File: config.mk
export PLATFORM = sky130hd
export DESIGN_NAME = exmem_skid_stage
export DESIGN_NICKNAME = d
export VERILOG_FILES = /design/src/rtl/exmem_skid_stage.sv
export SDC_FILE = /design/constraint.sdc
export NUM_CORES = 1
export LEC_CHECK = 0
export ABC_AREA = 0
export CORE_UTILIZATION = 35
export CTS_BUF_LIST = sky130_fd_sc_hd__clkbuf_4 sky130_fd_sc_hd__clkbuf_8
export DETAILED_ROUTE_END_ITERATION = 7
export GPL_ROUTABILITY_DRIVEN = 0
export HOLD_SLACK_MARGIN = 0.06
export MAX_ROUTING_LAYER = met4
export SYNTH_ARGS = -nofsm -noshare
export SYNTH_HDL_FRONTEND = slang
export SYNTH_SLANG_ARGS = --single-unit
export TNS_END_PERCENT = 20
File: constraint.sdc
create_clock -name clk -period 2.2 [get_ports clk]
set_clock_uncertainty 0.15 [all_clocks]
set_input_delay 0.55 -clock clk [delete_from_list [all_inputs] [get_ports clk]]
set_output_delay 0.55 -clock clk [all_outputs]
set_load 0.005 [all_outputs]
File: src/rtl/exmem_skid_stage.sv
// EX/MEM pipeline stage built around a two-entry skid buffer.
// The head (main) entry drives the MEM-facing outputs; the skid entry catches
// a beat accepted while MEM stalls, so in_ready never depends on out_ready.
// A synchronous flush empties the stage. A saturating counter tracks the
// number of cycles in which MEM back-pressured a valid beat.
//
// Handshake: a beat moves on a rising clk edge exactly when valid and ready
// are both high in the cycle before that edge. The sender holds valid and
// data stable until it sees ready. The receiver may change ready freely.
// Here in_ready depends only on registered occupancy. out_valid likewise
// depends only on registered occupancy.
module exmem_skid_stage #(
    parameter int XLEN = 32,
    parameter int REGW = 5,
    parameter int CNTW = 16
) (
    input  logic            clk,
    input  logic            rstn,
    input  logic            in_valid,
    output logic            in_ready,
    input  logic            flush,
    input  logic            WB_EN_IN,
    input  logic            MEM_R_EN_IN,
    input  logic            MEM_W_EN_IN,
    input  logic [XLEN-1:0] PCIn,
    input  logic [XLEN-1:0] ALUResIn,
    input  logic [XLEN-1:0] STValIn,
    input  logic [REGW-1:0] destIn,
    output logic            out_valid,
    input  logic            out_ready,
    output logic            WB_EN,
    output logic            MEM_R_EN,
    output logic            MEM_W_EN,
    output logic [XLEN-1:0] PC,
    output logic [XLEN-1:0] ALURes,
    output logic [XLEN-1:0] STVal,
    output logic [REGW-1:0] dest,
    output logic [CNTW-1:0] stall_cnt
);

    // Bit 0 is the main-entry valid bit, bit 1 the skid-entry valid bit.
    typedef enum logic [1:0] {
        EMPTY = 2'b00,
        ONE   = 2'b01,
        TWO   = 2'b11
    } state_t;

    typedef struct packed {
        logic            wb_en;
        logic            mem_r_en;
        logic            mem_w_en;
        logic [XLEN-1:0] pc;
        logic [XLEN-1:0] alu_res;
        logic [XLEN-1:0] st_val;
        logic [REGW-1:0] dest;
    } beat_t;

    state_t state;
    beat_t  in_beat;
    beat_t  main_q;
    beat_t  skid_q;
    logic   accept;
    logic   consume;

    assign in_beat = {WB_EN_IN, MEM_R_EN_IN, MEM_W_EN_IN, PCIn, ALUResIn, STValIn, destIn};

    assign in_ready  = (state != TWO);
    assign out_valid = (state != EMPTY);
    assign accept    = in_valid & in_ready;
    assign consume   = out_valid & out_ready;

    // Occupancy FSM and entry storage; flush overrides every handshake.
    always_ff @(posedge clk) begin
        if (!rstn) begin
            state  <= EMPTY;
            main_q <= '0;
            skid_q <= '0;
        end else if (flush) begin
            state <= EMPTY;
        end else begin
            case (state)
                EMPTY: begin
                    if (accept) begin
                        state  <= ONE;
                        main_q <= in_beat;
                    end
                end
                ONE: begin
                    if (accept && consume) begin
                        main_q <= in_beat;
                    end else if (accept) begin
                        state  <= TWO;
                        skid_q <= in_beat;
                    end else if (consume) begin
                        state <= EMPTY;
                    end
                end
                TWO: begin
                    if (consume) begin
                        state  <= ONE;
                        main_q <= skid_q;
                    end
                end
                default: state <= EMPTY;
            endcase
        end
    end

    // Saturating count of cycles where a valid head is back-pressured by MEM.
    always_ff @(posedge clk) begin
        if (!rstn) begin
            stall_cnt <= '0;
        end else if (out_valid && !out_ready && (stall_cnt != {CNTW{1'b1}})) begin
            stall_cnt <= stall_cnt + {{(CNTW-1){1'b0}}, 1'b1};
        end
    end

    // Control bits are gated so a bubble can never write memory or registers;
    // data fields simply show the last loaded head.
    assign WB_EN    = out_valid & main_q.wb_en;
    assign MEM_R_EN = out_valid & main_q.mem_r_en;
    assign MEM_W_EN = out_valid & main_q.mem_w_en;
    assign PC       = main_q.pc;
    assign ALURes   = main_q.alu_res;
    assign STVal    = main_q.st_val;
    assign dest     = main_q.dest;

endmodule

==> key figures <==
Run status
  • Status: finished, final reports clean

Setup path
  • WS Path Type: reg -> out
  • R2R Setup Slk: roughly 0.06 ns
  • Worst r2r path cells: 8
  • Critical path depth: 1
  • CP max-delay cell: clkdlybuf4s50_1
  • CP required: 1.50 ns
  • Sequence of cells on the critical path: clkdlybuf4s50_1
  • Crit path launch type: flip-flop
  • Crit Path Max Fanout: 5
  • Reg2reg end: ALURes[23]
  • FF-to-FF Start: state[1]
  • CP Buf/Inv Count: 1
  • Crit path DAT: 1.46 ns
  • Crit path largest cell delay: 0.53 ns
  • CP Capture Type: output pin
  • Top delay family on crit path: buffers and inverters

Pwr
  • LEAKAGE: 4.982 nW
  • Total power divided by cell area: between 600 and 700 nW/um^2
  • VDD IR-drop max: 0.0003020 V

GRT
  • Antenna violations before repair: 3
  • Vias in the first global route: roughly 9200
  • Met1 Use GR: around 25%
  • Largest net degree at the start of global routing: 66
  • GR Util met2: between 20% and 30%
  • All-layer global routing usage: between 10% and 20%
  • Grt met3 use: under 10%
  • Global-route wire length before repair: 49.68 mm
  • Total gr overflow: 0
  • GR peak layer: met2

Floorplan
  • Core Footprint: 31560 um^2
  • I/O pins: 231
  • DIE AREA: 32770 um^2
  • Die Wd: ~180 um
  • # rows: 65
  • Initial Util: 35.55%
  • Vert. Die Dim: 181.0 um

Drt
  • DRT iter0 DRCs: 534
  • Wire per inst: 17.90 um
  • ANT nets after route: 0
  • Routed WL: ~33 mm
  • Routed vias: 9458
  • Via density per instance: 5.135
  • DRT Pass-1 Iters: 5
  • Remaining routing DRC violations: 0

Synthesis
  • Sequential area share after synthesis: 40.33%
  • Count of unique library cells instantiated by Yosys: 40
  • Synth Warn #: 0
  • Post-Syn Area: 11220 um^2
  • Post-synth top area share: 40.33%
  • Post-Synthesis Cells: 1279
  • Syn_nets: 1393
  • Number of synthesized register bits: 226
  • Yosys top cell by area: dfxtp_1
  • Area contributors post-synth: dfxtp_1 (40%), mux2_2 (10%), a211oi_1 (9.9%), nand2_1 (7.3%), buf_4 (6.8%)
  • Syn avg cell area: 8.770 um^2

STA
  • Fmax: 462.4 MHz
  • Final hold viol count: 0
  • Final slew viol count: 0
  • Final worst slack: 0.03736 ns
  • Final Setup Violations: 0
  • Worst rel slew slack: 75.10%
  • Final setup TNS: 0 ns
  • Worst-margin pin slew: ~0.37 ns
  • Period minus WS final: 2.163 ns
  • RSZ-0062 raised after global routing: true
  • Post-route clock period utilization: 98.30%
  • Minimum hold slack: 0.3015 ns

Hold path
  • Worst min path class: reg -> reg
  • Hold Path End: skid_q[48]
  • Hold Path Cell Cnt: 2
  • Hold path start: skid_q[48]

CTS
  • Clk slew on worst S/H paths: 0.06 ns
  • H-tree depth: 2
  • CTS tree: done
  • Clock Latency Late Sink: 0.52 ns
  • CTS root buf: clkbuf_8
  • CTS Buffer Depth: 3
  • Sinks on Clock Net: 226
  • Total CTS buffers: 41

Placed design
  • Dpl hpwl: 19.45 mm
  • Number of port buffers: 230
  • Worst slack, placed: -0.5104 ns

Final layout
  • Final #Nets: 1524
  • Most frequent cells in the layout: clkdlybuf4s50_1 (223), nand2_1 (217), dfxtp_1 (212)
  • Final Util: between 40% and 50%
  • Area growth, synth to finish: 32.74%
  • Proportion of layout cells with a drive suffix above 1: 26.86%
  • Commonest non-fill, non-tap cell in the layout: clkdlybuf4s50_1
  • Area of the multi-input gates: around 5300 um^2
  • Reg area: 4542 um^2
  • Fillcell total: 2984

Job
  • Max cap viols: 0
-- layer usage --
layer	vias to the layer above	part of all wire [%]
met5	-	0
met2	310	45
li1	4584	-
met3	58	6.5
met1	4506	47
met4	0	2.4
-- cell usage after synthesis (all sizes together) --
library cell / n
dfxtp: 226
nand2: 217
a211oi: 208
buf: 143
a21oi: 117
inv: 113
mux2: 104
clkbuf: 69
or4: 9
o21ai: 8
nand2b: 7
nor2: 6
o31ai: 6
or3: 6
ha: 5
nand4: 5
nand3: 4
nor4: 4
mux2i: 3
nor3: 3
or2: 3
a21o: 2
a2111o: 1
a211o: 1
a31oi: 1
nand3b: 1
nor2b: 1
nor4b: 1
nor4bb: 1
o21a: 1
o2bb2ai: 1
o311ai: 1
o41ai: 1
-- sequential cells by signal (all words and copies together) (netlist names) --
name and flops:
skid_q 104, ALURes 32, PC 32, STVal 32, stall_cnt 16, dest 5, main_q 3, state 2
-- metrics by stage --
step	power, mW	std cells	cell area (um^2)
2_1_floorplan	5.417	1279	11220
3_3_place_gp	6.055	1757	13520
3_5_place_dp	6.071	1757	13520
4_1_cts	10.20	1828	14390
5_1_grt	10.71	1842	14890
6_report	10.23	1842	14890
-- kinds of logic (layout without fill, tap and decap cells) --
group	after synthesis	in the layout	synth area share, %
AOI/OAI and AO/OA	348	350	23.25
buffers and inverters	325	481	14.97
and+or+nand+nor	268	268	10.18
DFF	226	226	40.33
muxes	107	107	10.71
adders and majority gates	5	5	0.5577
other	0	3	0
-- cell type report --
class / instances / area share (%)
inverters: 113 / 2.899
clock buffers: 66 / 5.513
multi-input cells: 730 / 35.89
well taps: 402 / 3.378
clock inverters: 4 / 0.1681
flip-flops and latches: 226 / 30.50
diodes: 3 / 0.05042
repair buffers: 298 / 21.60
-- power breakdown --
part	switching (mW)	leakage, nW	total (mW)	internal (mW)
combinational	0.798	2.69	1.72	0.924
sequential	0.123	1.85	4.42	4.30
clock	1.73	0.446	4.08	2.35
-- worst max-delay path by stage --
stage | from | endpoint | slack [ns]
2_1_floorplan | state[0] | ALURes[0] | 0.07
3_3_place_gp | out_ready | stall_cnt[10] | -0.49
3_5_place_dp | out_ready | stall_cnt[10] | -0.51
6_report | stall_cnt[10] | stall_cnt[10] | 0.04
4_1_cts | state[1] | in_ready | 0.0001
5_1_grt | stall_cnt[10] | stall_cnt[10] | -0.03
-- what timing repair did --
item | CTS | global route
buffers inserted | 1 | 0
pin swaps | 3 | 2
hold buffers | 0 | 0
endpoints found under the setup margin | 16 | 87
gates resized for setup | 36 | 62
cloned | 0 | 11
(Power assumes the default switching activity.)
